[src/rtl/act_pkg.sv]
// Shared types and fixed-point constants for the pipelined activation unit.
// All constants are returned as 64-bit values and narrowed by the user.
package act_pkg;

  typedef enum logic [1:0] {
    MODE_LRELU   = 2'd0,
    MODE_SIGMOID = 2'd1,
    MODE_TANH    = 2'd2,
    MODE_PASS    = 2'd3
  } act_mode_t;

  function automatic longint one_q(input int frac_w);
    return 64'sd1 <<< frac_w;
  endfunction

  // Segment breakpoints of the PLAN approximation: 5.0, 2.375, 1.0.
  function automatic longint bp_hi(input int frac_w);
    return 64'sd5 * one_q(frac_w);
  endfunction

  function automatic longint bp_mid(input int frac_w);
    return (64'sd19 * one_q(frac_w)) >>> 3;
  endfunction

  function automatic longint bp_lo(input int frac_w);
    return one_q(frac_w);
  endfunction

  // Segment intercepts: 27/32, 5/8, 1/2 (exact because frac_w >= 5).
  function automatic longint ic_hi(input int frac_w);
    return (64'sd27 * one_q(frac_w)) >>> 5;
  endfunction

  function automatic longint ic_mid(input int frac_w);
    return (64'sd5 * one_q(frac_w)) >>> 3;
  endfunction

  function automatic longint ic_lo(input int frac_w);
    return one_q(frac_w) >>> 1;
  endfunction

  function automatic longint sat_clamp(input longint v, input int w);
    longint hi;
    longint lo;
    hi = (64'sd1 <<< (w - 1)) - 64'sd1;
    lo = -(64'sd1 <<< (w - 1));
    if (v > hi) return hi;
    if (v < lo) return lo;
    return v;
  endfunction

endpackage

[src/rtl/act_sigmoid_plan.sv]
// Combinational PLAN sigmoid on a magnitude u with the sign applied last.
// Shared by SIGMOID (u = |x|) and TANH (u = |2x|).
module act_sigmoid_plan
  import act_pkg::*;
#(
  parameter int W      = 18,
  parameter int FRAC_W = 8
) (
  input  logic [W-1:0]        u_i,
  input  logic                neg_i,
  output logic signed [W-1:0] s_o
);

  localparam logic [W-1:0] ONE    = W'(one_q(FRAC_W));
  localparam logic [W-1:0] BP_HI  = W'(bp_hi(FRAC_W));
  localparam logic [W-1:0] BP_MID = W'(bp_mid(FRAC_W));
  localparam logic [W-1:0] BP_LO  = W'(bp_lo(FRAC_W));
  localparam logic [W-1:0] IC_HI  = W'(ic_hi(FRAC_W));
  localparam logic [W-1:0] IC_MID = W'(ic_mid(FRAC_W));
  localparam logic [W-1:0] IC_LO  = W'(ic_lo(FRAC_W));

  logic [W-1:0] s_mag;

  // u is non-negative, so logical and arithmetic shifts coincide.
  always_comb begin
    if (u_i >= BP_HI)       s_mag = ONE;
    else if (u_i >= BP_MID) s_mag = (u_i >> 5) + IC_HI;
    else if (u_i >= BP_LO)  s_mag = (u_i >> 3) + IC_MID;
    else                    s_mag = (u_i >> 2) + IC_LO;
    s_o = neg_i ? signed'(ONE - s_mag) : signed'(s_mag);
  end

endmodule

[src/rtl/act_unit_pipe.sv]
// Three-stage fixed-point activation unit (LReLU/sigmoid/tanh/bypass) with
// valid/ready stall handling. Optional saturation counter: ACT_SAT_CNT_EN.
module act_unit_pipe
  import act_pkg::*;
#(
  parameter int DATA_W       = 16,
  parameter int FRAC_W       = 8,
  parameter int STALL_EN_REG = 1
) (
  input  logic                     clk,
  input  logic                     rst_n,
  input  logic                     in_valid,
  output logic                     in_ready,
  input  logic signed [DATA_W-1:0] in_data,
  input  logic [1:0]               in_mode,
  input  logic signed [DATA_W-1:0] alpha,
  output logic                     out_valid,
  input  logic                     out_ready,
  output logic signed [DATA_W-1:0] out_data,
  output logic [15:0]              sat_cnt
);

  localparam int UW    = DATA_W + 2;
  localparam int RES_W = 2 * DATA_W;
  localparam logic signed [RES_W-1:0] ONE_R = RES_W'(one_q(FRAC_W));

  generate
    if (DATA_W < 8 || DATA_W > 32 || FRAC_W < 5 || FRAC_W > DATA_W - 3) begin : g_bad_cfg
      $fatal(1, "act_unit_pipe: illegal DATA_W/FRAC_W combination");
    end
  endgenerate

  // Handshake: a sample moves on a rising edge where valid && ready are both
  // high; a stage holds its contents whenever its enable is low.
  logic v1_q, v2_q, v3_q;
  logic en1, en2, en3;

  generate
    if (STALL_EN_REG != 0) begin : g_compact
      assign en3 = !v3_q || out_ready;
      assign en2 = !v2_q || en3;
      assign en1 = !v1_q || en2;
    end else begin : g_global
      assign en3 = !v3_q || out_ready;
      assign en2 = en3;
      assign en1 = en3;
    end
  endgenerate

  assign in_ready = en1;

  // Stage 1: capture the sample and its magnitude (|2x| for TANH).
  logic signed [DATA_W:0] xs;
  logic signed [UW-1:0]   x2;
  logic [DATA_W:0]        abs_x;
  logic [UW-1:0]          abs_2x;
  logic [UW-1:0]          u_d;
  logic                   neg_d;
  act_mode_t              mode_d;

  always_comb begin
    mode_d = act_mode_t'(in_mode);
    neg_d  = in_data[DATA_W-1];
    xs     = (DATA_W+1)'(in_data);
    x2     = UW'(in_data) <<< 1;
    abs_x  = neg_d ? -xs : xs;
    abs_2x = neg_d ? -x2 : x2;
    u_d    = (mode_d == MODE_TANH) ? abs_2x : UW'(abs_x);
  end

  logic signed [DATA_W-1:0] x1_q, a1_q;
  act_mode_t                m1_q;
  logic [UW-1:0]            u1_q;
  logic                     neg1_q;

  always_ff @(posedge clk or negedge rst_n) begin
    if (!rst_n) begin
      v1_q   <= 1'b0;
      x1_q   <= '0;
      a1_q   <= '0;
      m1_q   <= MODE_LRELU;
      u1_q   <= '0;
      neg1_q <= 1'b0;
    end else if (en1) begin
      v1_q <= in_valid;
      if (in_valid) begin
        x1_q   <= in_data;
        a1_q   <= alpha;
        m1_q   <= mode_d;
        u1_q   <= u_d;
        neg1_q <= neg_d;
      end
    end
  end

  // Stage 2: evaluate the selected function at full product width.
  logic signed [UW-1:0]    s_plan;
  logic signed [RES_W-1:0] prod;
  logic signed [RES_W-1:0] res_d;
  logic                    x_pos;

  act_sigmoid_plan #(
    .W      (UW),
    .FRAC_W (FRAC_W)
  ) u_plan (
    .u_i   (u1_q),
    .neg_i (neg1_q),
    .s_o   (s_plan)
  );

  assign prod  = RES_W'(x1_q) * RES_W'(a1_q);
  assign x_pos = !x1_q[DATA_W-1] && (x1_q != '0);

  always_comb begin
    case (m1_q)
      MODE_LRELU:   res_d = x_pos ? RES_W'(x1_q) : (prod >>> FRAC_W);
      MODE_SIGMOID: res_d = RES_W'(s_plan);
      MODE_TANH:    res_d = (RES_W'(s_plan) <<< 1) - ONE_R;
      default:      res_d = RES_W'(x1_q);
    endcase
  end

  logic signed [RES_W-1:0] res2_q;

  always_ff @(posedge clk or negedge rst_n) begin
    if (!rst_n) begin
      v2_q   <= 1'b0;
      res2_q <= '0;
    end else if (en2) begin
      v2_q <= v1_q;
      if (v1_q) res2_q <= res_d;
    end
  end

  // Stage 3: saturate to DATA_W and hold the result while stalled.
  logic signed [63:0]       res_l, clamped_l;
  logic signed [DATA_W-1:0] out_d;
  logic signed [DATA_W-1:0] out_q;

  always_comb begin
    res_l     = 64'(res2_q);
    clamped_l = sat_clamp(res_l, DATA_W);
    out_d     = DATA_W'(clamped_l);
  end

  always_ff @(posedge clk or negedge rst_n) begin
    if (!rst_n) begin
      v3_q  <= 1'b0;
      out_q <= '0;
    end else if (en3) begin
      v3_q <= v2_q;
      if (v2_q) out_q <= out_d;
    end
  end

  assign out_valid = v3_q;
  assign out_data  = out_q;

`ifdef ACT_SAT_CNT_EN
  logic        clamp_d;
  logic        clamp3_q;
  logic [15:0] sat_q;

  assign clamp_d = (clamped_l != res_l);

  always_ff @(posedge clk or negedge rst_n) begin
    if (!rst_n) begin
      clamp3_q <= 1'b0;
      sat_q    <= 16'd0;
    end else begin
      if (en3 && v2_q) clamp3_q <= clamp_d;
      if (v3_q && out_ready && clamp3_q && (sat_q != 16'hFFFF)) sat_q <= sat_q + 16'd1;
    end
  end

  assign sat_cnt = sat_q;
`else
  assign sat_cnt = 16'd0;
`endif

endmodule

[config.mk]
export PLATFORM = sky130hd
export DESIGN_NAME = act_unit_pipe
export DESIGN_NICKNAME = d
export VERILOG_FILES = /design/src/rtl/act_pkg.sv /design/src/rtl/act_sigmoid_plan.sv /design/src/rtl/act_unit_pipe.sv
export SDC_FILE = /design/constraint.sdc
export NUM_CORES = 1
export LEC_CHECK = 0
export ABC_AREA = 1
export BUFFER_PORTS_ARGS = -buffer_cell sky130_fd_sc_hd__buf_4
export CORE_UTILIZATION = 44
export CTS_CLUSTER_DIAMETER = 40
export CTS_CLUSTER_SIZE = 24
export DETAILED_ROUTE_END_ITERATION = 12
export GPL_TIMING_DRIVEN = 0
export PLACE_DENSITY = 0.69
export SYNTH_ARGS = -nofsm -noshare
export SYNTH_HDL_FRONTEND = slang
export SYNTH_SLANG_ARGS = --single-unit
[constraint.sdc]
create_clock -name clk -period 8.2 [get_ports clk]
set_input_delay 0.41 -clock clk [delete_from_list [all_inputs] [get_ports clk]]
set_output_delay 0.41 -clock clk [all_outputs]
set_load 0.02 [all_outputs]
# Yosys cells after proc, flatten, opt, wreduce, memory -nomap -nowiden
# Cells that the tools add are included.
[op_classes] add_sub_neg=7 mul=1 div=0 order_cmp=5 eq_ne=3 shift=0 muxes=16 bitwise_logic=0 reduce_logical=13
[op_table] operator="$mux W18" count=6
[op_table] operator="$pmux W32 S3" count=1
[op_table] operator="$mux W16" count=3
[op_table] operator="$gt A32 B16 Y1 const B" count=1
[op_table] operator="$lt A32 B16 Y1 const B" count=1
[op_table] operator="$mul A16 B16 Y32" count=1
[op_table] operator="$mux W32" count=1
[op_table] operator="$sub A19 B10 Y20 const B" count=1
[op_table] operator="$ge A18 B10 Y1 const B" count=1
[op_table] operator="$ge A18 B11 Y1 const B" count=1
[op_table] operator="$ge A18 B9 Y1 const B" count=1
[op_table] operator="$neg A17 Y18" count=1
[op_table] operator="$sub A9 B18 Y18 const A" count=1
[op_table] operator="$add A16 B8 Y17 const B" count=1
[op_table] operator="$mux W17" count=1
[op_table] operator="$neg A16 Y17" count=1
[op_table] operator="$add A15 B8 Y16 const B" count=1
[op_table] operator="$reduce_bool A16 Y1" count=1
[op_table] operator="$mux W15" count=1
[op_table] operator="$add A13 B8 Y14 const B" count=1
[op_table] operator="$reduce_and A2 Y1" count=3
[op_table] operator="$eq A2 B2 Y1 const B" count=2
[op_table] operator="$logic_not A1 Y1" count=4
[op_table] operator="$logic_or A1 B1 Y1" count=3
[op_table] operator="4 further kinds" count=6
[totals] reg_bits=104 latchBits=0 ramBits=0 rom_bits=0 inputBits=38 out_inout_bits=34 elab_cells=55 memories=0

# Logic depth before layout (Yosys ltp)
# Gate-level depths: netlist of run 1.
[logic_depth] word_depth=8 depth_mapped=33 depth_no_buf=31

# By module
# A second synthesis of run 1 with hierarchy kept.
[unflattened] cells_unflattened=2387 area_unflattened_um2=17204.0
[by_module_without_submodules] module="act_unit_pipe" instances=1 cells_each=2172 area_each_um2=16007.9
[by_module_without_submodules] module="act_sigmoid_plan" instances=1 cells_each=215 area_each_um2=1196.1

# Worst setup path before layout of run 1
# No wires, ideal clock.
[synth_path] kind="reg2reg" start="reg x1_q[15]" end="reg res2_q[30]" setup_time_ps=113 t_arrival_ps=6299 required_ps=8087 setup_slack_ps=1788 stages_incl_launch_ff=25 path_buffers=3 period_less_slack_ps=6412 cell_sequence="dfrtp_1 -> clkbuf_1 -> buf_4 -> clkbuf_1 -> nand2_1 -> fa_1 -> inv_1 -> fa_1 -> fa_1 -> fa_1 -> inv_1 -> fa_1 -> fa_1 -> inv_1 -> ha_1 -> inv_1 -> nor3_1 -> nand2_1 -> or3_1 -> nand2_1 -> nand2_1 -> nand3_1 -> nand3_1 -> nand2_1 -> inv_1"
[synth_via] elab_chain_cells=4 word_cells_on_any_way=6 classes_between="mul: 1; mux: 2; reduce/logical: 3"
[synth_rtl] element="start, declared" line="act_unit_pipe.sv:71" source="logic signed [DATA_W-1:0] x1_q, a1_q;"
[synth_rtl] element="start signal, assigned" line="act_unit_pipe.sv:87" source="x1_q <= in_data;"
[synth_rtl] element="parallel branches: the longest is 3 deep, another holds $mul A16 B16 Y32"
[synth_rtl] element="$pmux W32 S3 *" line="act_unit_pipe.sv:115" source="case (m1_q)"
[synth_rtl] element="end signal, assigned" line="act_unit_pipe.sv:131" source="if (v1_q) res2_q <= res_d;"
[synth_rtl] element="end, declared" line="act_unit_pipe.sv:123" source="logic signed [RES_W-1:0] res2_q;"
# Every way passes the cells marked *.
# A chain may end at the register's enable or synchronous reset.

# Worst setup path in the final report of run 1
# Same ends and word-level chain as after synthesis.

==> results of run 1 <==
-- Yosys cell counts, types with 7 or more instances --
library cell / count
nand4_1: 7
nand2_2: 15
nand2_1: 522
dfrtp_1: 95
fa_1: 261
a21oi_1: 66
nor2_2: 7
nor2_1: 109
o21ai_0: 92
nor3_1: 10
nand3_1: 58
inv_1: 537
o21ai_1: 13
ha_1: 89
xor2_1: 25
buf_1: 10
clkbuf_1: 73
buf_4: 18
o211ai_1: 8
xnor2_1: 15
-- cell usage in the layout, fill, tap and decap left out, types with 6 or more instances in the layout --
cell type and count:
nand4_1 7, fa_1 261, o21ai_1 13, clkbuf_1 74, nor2_2 7, ha_1 89, nand2_2 15, buf_4 71
conb_1 16, nand2_1 522, inv_1 537, a31oi_1 6, nor2_1 109, nor3_1 10, xor2_1 25, nand3_1 58
o21ai_0 92, o22ai_1 6, xnor2_1 15, clkbuf_16 9, o211ai_1 8, a21oi_1 66, dfrtp_1 95, or2_2 6
buf_1 10, nand3b_1 6
-- flip-flops by register name (all words and copies together), names as in the netlist --
signal and cells:
out_valid 1, out_data 16, v2_q 1, m1_q 2
x1_q 16, u1_q 18, res2_q 24, a1_q 16
v1_q 1
-- final cells by class --
class	count	area, sq um
fill	3596	18300
multi-input combinational	1388	11200
sequential	95	2380
inverter	546	2050
tap	461	577
buffer	109	503
timing repair buffer	55	437
clock buffer	10	229
clock inverter	6	68.8
-- logic make-up (layout without fill, tap and decap cells) --
family / after synthesis / in the layout
and+or+nand+nor: 761 / 761
AOI/OAI and AO/OA: 221 / 221
DFF: 95 / 95
xor gates and xnor gates: 40 / 40
buffers and inverters: 655 / 726
other: 1 / 16
adders and majority gates: 350 / 350
-- stage by stage --
step / utilization [%] / setup WS [ps] / instance area [sq um]
final: 48.7 / 590 / 17400
after global routing: 48.7 / 95.5 / 17400
after CTS: 48.6 / 527 / 17400
after detailed placement: 47.7 / 581 / 17100
after global placement: 47.7 / 661 / 17100
after floorplan: - / 1790 / 16100
-- per-layer routing --
metal	GRT usage (%)	vias up	share of wire, %
li1	-	6359	-
met1	34.5	6625	42
met2	44.4	420	49
met3	2.71	84	5.5
met4	7.87	0	3.1
met5	0	-	0
-- worst max path at each step --
stage	start	end	slack, ps	depth (start not counted)
floorplan	x1_q[15]$_DFFE_PN0P_	res2_q[30]$_DFFE_PN0P_	1790	24
global placement	x1_q[15]$_DFFE_PN0P_	res2_q[30]$_DFFE_PN0P_	660	24
detailed placement	x1_q[15]$_DFFE_PN0P_	res2_q[30]$_DFFE_PN0P_	580	24
CTS	x1_q[15]$_DFFE_PN0P_	res2_q[30]$_DFFE_PN0P_	530	24
global route	x1_q[15]$_DFFE_PN0P_	res2_q[30]$_DFFE_PN0P_	100	24
finish	x1_q[15]$_DFFE_PN0P_	res2_q[30]$_DFFE_PN0P_	590	24
==> impl_metrics.yaml, run 1 <==
clock_network:
  ctsResizeCount: 0
  clock-root-buffer: "clkbuf_16"
  cts_tree: "yes"
  cts_buffer_depth: 2
  cts_buffers: 9
  holdBufCountCts: 0
  postCtsSetupBuffers: 0
  h-tree-depth: 3
  clkTransAtPathRegs_ps: 70
  clock_latency_ps: 370
  clkSinkCount: 95
layout:
  drive_above_1_share_pct: 6.61
  layout.nets: 2592
  antenna-diode-count: 0
  areaGrowthSynthToFinish_pct: 8.53
  instances_no_fill: 2670
synth:
  yosys.area_share.simple_pct: 19.8
  synth_area_leader_cell: "fa_1"
  synth_top_family_by_area: "adder cells"
  synthFlopType: "dfrtp_1"
  synth_xor_area_share_pct: 2.19
  synth_area_leaders: "fa_1 (33%), dfrtp_1 (15%), inv_1 (13%)"
  synth_top_area_share_pct: 32.6
  ys_seq_area_share_pct: 14.8
  yosysWarnings: 0
  synth_compound_area_share_pct: 7.68
  synthCells: 2123
  synth.avg_cell_area_sq_um: 7.55
  muxShareOfSynthArea_pct: 0
  synth_cell_types: 53
  ys_seq_elements: 95
  async_reset_ff_share_pct: 100
  synthesis.area_sq_um: 16000
  synth-adder-area-share_pct: 39.5
  synth_edf_count: 0
setup_path:
  worst-path-buf-inv: 8
  crit_path_start_kind: "flop"
  critical_path_class: "flop to flop"
  cpPeakStageDelay_ps: 960
  cp_cell_sequence: "clkbuf_1 > buf_4 > clkbuf_1 > nand2_1 > fa_1 > inv_1 > fa_1 > fa_1 > fa_1 > inv_1 > fa_1 > fa_1 > inv_1 > ha_1 > inv_1 > nor3_1 > nand2_1 > or3_1 > nand2_1 > nand2_1 > nand3_1 > nand3_1 > nand2_1 > inv_1"
  r2r_cells: 24
  rr_endpoint: "res2_q[30]$_DFFE_PN0P_"
  critPathMaxFanout: 10
  crit_slowest_cell: "fa_1"
  end_kind: "flop"
  crit_arrival_ps: 7860
  rrSetupSlack_ps: 590
  path_delay_family: "adder cells"
  r2r_start: "x1_q[15]$_DFFE_PN0P_"
  crit_required_ps: 8450
  cpMostUsedCell: "fa_1"
floorplan:
  rows: 69
  die_area_sq_um: 37200
  start_util_pct: 44.8
  ioPinCount: 72
  design.core.area_sq_um: 35700
  die_y_um: 193
  dieWidth_um: 193
sta:
  finClkSkew_ps: 24.1
  finalCriticalPeriod_ps: 7610
  finalSetupTns_ps: 0
  relSlewSlack_pct: 26.5
  fmax_mhz: 131
  rsz0062_at_grt: "no"
  finalCritPeriodShare_pct: 92.8
  finalMaxSlewViolations: 0
  setup_viol: 0
  hold_slack_ps: 59.1
  worst_pin_slew_ps: 1100
  hold_violations: 0
route:
  via_count: 13500
  antenna_left: 0
  drt-wirelength-per-cell_um: 16.9
  vias_per_cell: 5.05
  drt-pass1-iter-count: 9
  drc: 4
  wirelength_mm: 45.0
  drt-initial-drc-count: 978
global_route:
  overflow: 0
  grt_max_degree: 96
  grt_pass1_vias: 13900
  grt_pass1_wl_mm: 73.2
  grt.total_usage_pct: 26.0
  antenna_found_initial: 0
place:
  gp_congestion: 0.924
  dpl.hpwl_mm: 37.2
  dp_cells: 2653
  io_buffers: 54
status:
  violations: "design-rule violations"
  status: "finished with violations"
run:
  drv_cap: 0
min_path:
  hp-class: "input pin to asynchronous set/reset pin"
Power of run 1 is not shown: default switching activity piles up to over one toggle a cycle in this logic, so the estimate is an artifact.
==> run 2, diff against run 1 <==
- ABC_AREA: 1 -> 0
==> run 2 against run 1 <==
Effect of this change:
- the flow now finishes without violations
- sequential share of layout area up 0.51 points
- first-iteration DRC count down 8.6%
- register-to-register slack lost 150 ps
- critical endpoint is now res2_q[14]$_DFFE_PN0P_
- largest cell class unchanged
- highest routed layer unchanged
==> impl_metrics.yaml, run 2 <==
route:
  drt-wirelength-per-cell_um: 18.9
  wirelength_mm: 42.1
  via_count: 12000
  vias_per_cell: 5.37
  drc: 0
  drt-pass1-iter-count: 5
  antenna_left: 0
  drt-initial-drc-count: 894
clock_network:
  h-tree-depth: 3
  cts_tree: "yes"
  clkSinkCount: 95
  clkTransAtPathRegs_ps: 70
  clock-root-buffer: "clkbuf_16"
  clock_latency_ps: 370
  cts_buffers: 9
  cts_buffer_depth: 2
  postCtsSetupBuffers: 0
sta:
  finalMaxSlewViolations: 0
  finalCritPeriodShare_pct: 94.7
  relSlewSlack_pct: 31.6
  fmax_mhz: 129
  hold_slack_ps: 158
  setup_viol: 0
  finalSetupTns_ps: 0
  finClkSkew_ps: 19.6
  finalCriticalPeriod_ps: 7760
  rsz0062_at_grt: "no"
  hold_violations: 0
  worst_pin_slew_ps: 1030
min_path:
  hp-class: "input pin to asynchronous set/reset pin"
setup_path:
  path_delay_family: "adder cells"
  cp.depth: 23
  cpPeakStageDelay_ps: 740
  end_kind: "flop"
  r2r_cells: 23
  crit_slowest_cell: "clkbuf_1"
  critical_path_class: "flop to flop"
  rr_endpoint: "res2_q[14]$_DFFE_PN0P_"
  worst-path-buf-inv: 5
  crit_required_ps: 8490
  cpMostUsedCell: "fa_1"
  crit_path_start_kind: "flop"
  cp_cell_sequence: "clkbuf_1 > clkbuf_1 > nand2_1 > fa_1 > fa_1 > fa_1 > fa_1 > inv_1 > fa_1 > inv_1 > fa_1 > inv_1 > ha_1 > and2_1 > a221oi_1 > nand3_1 > o21ai_0 > o21ai_0 > a31o_2 > a21oi_1 > xnor2_1 > o21ai_0 > a21oi_1"
  r2r_start: "x1_q[10]$_DFFE_PN0P_"
  critPathMaxFanout: 10
  crit_arrival_ps: 8050
  rrSetupSlack_ps: 440
global_route:
  grt_pass1_wl_mm: 68.4
  grt_pass1_vias: 12600
  use_met2_pct: 41.7
  grt.busiest_layer: "met2"
  grt_util_met1_pct: 32.0
  overflow: 0
  grt.total_usage_pct: 25.0
  antenna_found_initial: 0
  gr-usage-met3_pct: 3.95
  grt_max_degree: 96
layout:
  areaGrowthSynthToFinish_pct: 8.58
  antenna-diode-count: 0
  fin_area_sq_um: 16800
  largestRegisters: "res2_q: 24 flops, u1_q: 18 flops"
  largest_reg_flops: 24
  layout.nets: 2162
  layout_common_cells: "inv_1 (332), fa_1 (260), nand2_1 (211)"
  regMostFlops: "res2_q"
  final_common_cell: "inv_1"
  drive_above_1_share_pct: 9.56
  num-fill-cells: 3297
place:
  gp_congestion: 0.959
  place_area_sq_um: 16500
  io_buffers: 54
  dpl.hpwl_mm: 33.2
synth:
  synthCells: 1695
  synthFlopType: "dfrtp_1"
  async_reset_ff_share_pct: 100
  synth_cell_types: 89
  synth_edf_count: 0
  ys_seq_area_share_pct: 15.4
  synth.avg_cell_area_sq_um: 9.11
  synthesis.area_sq_um: 15400
  synth_area_leaders: "fa_1 (34%), dfrtp_1 (15%), inv_1 (8.1%)"
  ys_seq_elements: 95
  synth_commonest_cells: "inv_1 (332), fa_1 (261), nand2_1 (211), and2_1 (126), dfrtp_1 (95)"
  yosysWarnings: 0
  synth_area_leader_cell: "fa_1"
  yosysMostFrequentCell: "inv_1"
  synth_top_area_share_pct: 33.8
floorplan:
  start_util_pct: 44.7
  ioPinCount: 72
  dieWidth_um: 189
  die_y_um: 189
  rows: 68
  die_area_sq_um: 35800
  design.core.area_sq_um: 34500
run:
  drv_cap: 0
status:
  status: "complete, no violations"
## run 2: cell types whose count changed in the layout (fill, tap and decap cells not counted), moves of 12 or more
cell      change
xnor2_1      +20
mux2_2       +35
nor2_1       -41
inv_1       -205
nand2b_1     +12
and2_1      +126
nand2_1     -311
o21ai_0      -14
nand3_1      -36
nand2_2      -13
a21oi_1      -22
## run 2: cell families after synthesis
group                      count (synthesis)  share of synthesized area (%)
xor gates and xnor gates                  58                           3.34
adders and majority gates                350                           41.0
other                                      1                         0.0243
DFF                                       95                           15.4
buffers and inverters                    428                           11.1
muxes                                     39                           2.89
and+or+nand+nor                          506                           16.6
AOI/OAI and AO/OA                        218                           9.59
## run 2: worst max-delay path by stage
stage	startpoint	endpoint	slack, ps
after detailed placement	x1_q[15]$_DFFE_PN0P_	res2_q[30]$_DFFE_PN0P_	30
after global placement	x1_q[15]$_DFFE_PN0P_	res2_q[30]$_DFFE_PN0P_	90
final	x1_q[10]$_DFFE_PN0P_	res2_q[14]$_DFFE_PN0P_	440
after global routing	x1_q[10]$_DFFE_PN0P_	res2_q[14]$_DFFE_PN0P_	1
after CTS	x1_q[15]$_DFFE_PN0P_	res2_q[30]$_DFFE_PN0P_	170
after floorplan	x1_q[15]$_DFFE_PN0P_	res2_q[17]$_DFFE_PN0P_	1380
## run 2: layer usage
metal / routed length [um] / vias to the layer above
met1: 16900 / 6007
met5: 0 / -
met2: 20100 / 460
met3: 3220 / 118
met4: 1900 / 0
li1: - / 5408
## run 2: area by class of cell
class                   count  area (sq um)  area share [%]
plain buffers              94           467            2.78
clock inverters             6          50.0           0.298
repair buffers             54           409            2.44
well taps                 455           569            3.40
multi-input cells        1187         11400            68.0
flip-flops and latches     95          2380            14.2
clock buffers              10           239            1.43
inverters                 333          1250            7.45
## run 2: repair_timing
item	CTS	global route
hold endpoints to repair	0	0
pin swaps	0	0
gates resized for setup	1	4
hold buffers	0	0
setup endpoints to repair	2	7
## run 2: stage by stage
step | std cells | worst slack, ps | util, %
6_report | 2234 | 436 | 48.5
5_1_grt | 2234 | 1.28 | 48.5
4_1_cts | 2235 | 167 | 48.5
3_5_place_dp | 2219 | 27.9 | 47.7
3_3_place_gp | 2219 | 87.5 | 47.7
2_1_floorplan | 1710 | 1380 | -
## run 2: worst register-to-register path: stages, from the launching register on
cell and delay, ps:
dfrtp_1 350, clkbuf_1 740, clkbuf_1 570, nand2_1 150
fa_1 560, fa_1 440, fa_1 500, fa_1 500
inv_1 50, fa_1 540, inv_1 60, fa_1 530
inv_1 40, ha_1 340, and2_1 190, a221oi_1 440
nand3_1 170, o21ai_0 330, o21ai_0 260, a31o_2 320
a21oi_1 180, xnor2_1 150, o21ai_0 110, a21oi_1 190
Power of run 2 is left out for the same reason.
==> run 3, diff against run 2 <==
- PLACE_DENSITY: 0.69 -> 0.67
==> run 3 against run 2 <==
Effect of this change:
- the flow now finishes with violations (negative hold slack)
- critical path type unchanged
- worst setup slack worse by 46 ps
- maximum frequency down 0.59%
- routed wire length down 0.28%
- non-clock buffer count rose by 1
==> impl_metrics.yaml, run 3 (synthesis results as in run 2) <==
place:
  gp_congestion: 0.950
  dp_cells: 2219
  io_buffers: 54
  dpl.hpwl_mm: 33.5
sta:
  finalMaxSlewViolations: 0
  finalSetupTns_ps: 0
  finalCriticalPeriod_ps: 7810
  hold_violations: 19
  finalCritPeriodShare_pct: 95.2
  rsz0062_at_grt: "no"
  fmax_mhz: 128
  finClkSkew_ps: 16.9
  hold_slack_ps: -14.7
  relSlewSlack_pct: 34.9
  worst_pin_slew_ps: 977
  setup_viol: 0
layout:
  drive_above_1_share_pct: 9.49
  layout.nets: 2163
  instances_no_fill: 2235
  layout_common_cells: "inv_1 (332), fa_1 (260), nand2_1 (211)"
  final_common_cell: "inv_1"
  largest_reg_flops: 24
  regMostFlops: "res2_q"
  num-fill-cells: 3324
  largestRegisters: "res2_q: 24 flops, u1_q: 18 flops"
  antenna-diode-count: 0
  areaGrowthSynthToFinish_pct: 8.83
setup_path:
  r2r_start: "x1_q[2]$_DFFE_PN0P_"
  rrSetupSlack_ps: 390
  r2r_cells: 23
  cp-startpoint: "x1_q[2]$_DFFE_PN0P_"
  crit_end: "res2_q[10]$_DFFE_PN0P_"
  crit_required_ps: 8420
  critPathMaxFanout: 10
  end_kind: "flop"
  crit_arrival_ps: 8030
  crit_path_start_kind: "flop"
  critical_path_class: "flop to flop"
  rr_endpoint: "res2_q[10]$_DFFE_PN0P_"
floorplan:
  rows: 68
  dieWidth_um: 189
  die_y_um: 189
  ioPinCount: 72
  design.core.area_sq_um: 34500
  start_util_pct: 44.7
  die_area_sq_um: 35800
route:
  drt-pass1-iter-count: 7
  drt-initial-drc-count: 949
  drt-wirelength-per-cell_um: 18.8
  wirelength_mm: 42.0
  via_count: 12000
  drc: 0
  vias_per_cell: 5.37
  antenna_left: 0
global_route:
  grt.total_usage_pct: 24.7
  grt_max_degree: 96
  overflow: 0
  grt_pass1_vias: 12400
  antenna_found_initial: 0
  grt_pass1_wl_mm: 68.0
clock_network:
  cts_buffer_depth: 2
  clkTransAtPathRegs_ps: 80
  holdBufCountCts: 0
  clkSinkCount: 95
  postCtsSetupBuffers: 0
  cts_tree: "yes"
  cts_buffers: 9
  clock-root-buffer: "clkbuf_16"
  clock_latency_ps: 370
  h-tree-depth: 3
status:
  status: "finished with violations"
  violations: "negative hold slack"
run:
  drv_cap: 0
min_path:
  hp-class: "input pin to asynchronous set/reset pin"
-- run 3: worst min-delay path by stage --
stage                            endpoint  depth (start not counted)
floorplan             a1_q[0]$_DFFE_PN0P_                          0
global placement    res2_q[2]$_DFFE_PN0P_                          2
detailed placement  res2_q[4]$_DFFE_PN0P_                          2
CTS                      v1_q$_DFFE_PN0N_                          2
global route        res2_q[2]$_DFFE_PN0P_                          1
finish              res2_q[2]$_DFFE_PN0P_                          1
-- run 3: area by class of cell --
type	count	area (sq um)	share of cell area, %
buffer	94	465	2.77
clock buffer	10	229	1.36
clock inverter	6	76.3	0.454
inverter	333	1250	7.44
multi-input combinational	1187	11400	67.9
sequential	95	2380	14.1
tap	455	569	3.39
timing repair buffer	55	433	2.58
-- run 3: worst max-delay path, stage by stage, from the launching register on --
cell	delay [ps]
dfrtp_1	360
clkbuf_1	730
clkbuf_1	680
nand2_1	190
fa_1	460
fa_1	530
inv_1	40
ha_1	210
fa_1	530
inv_1	50
fa_1	470
fa_1	550
inv_1	40
ha_1	340
a21oi_1	140
nand2_1	100
o31a_1	370
a221o_1	330
o41ai_1	540
o22ai_1	200
xnor2_1	210
o21ai_0	110
a211oi_1	370
o31ai_1	110
-- run 3: layer usage --
layer	GRT usage [%]	up-vias	share of wire, %
met5	0	-	0
met1	32.4	6084	41
li1	-	5414	-
met3	3.61	82	7.2
met4	8.81	0	3.6
met2	41.4	416	48
-- run 3: repair_timing --
action | 4_1_cts | 5_1_grt
gates resized for setup | 0 | 3
setup endpoints to repair | 0 | 12
hold endpoints to repair | 0 | 0
-- run 3: through the flow --
stage          hold slack, ps  worst slack, ps  instance area [sq um]  util, %
2_1_floorplan             114             1380                  15500        -
3_3_place_gp              466              177                  16500     47.7
3_5_place_dp              472              108                  16500     47.7
4_1_cts                   249             53.6                  16800     48.6
5_1_grt                  16.9             67.7                  16800     48.7
6_report                -14.7              390                  16800     48.7
Power of run 3 is left out for the same reason.
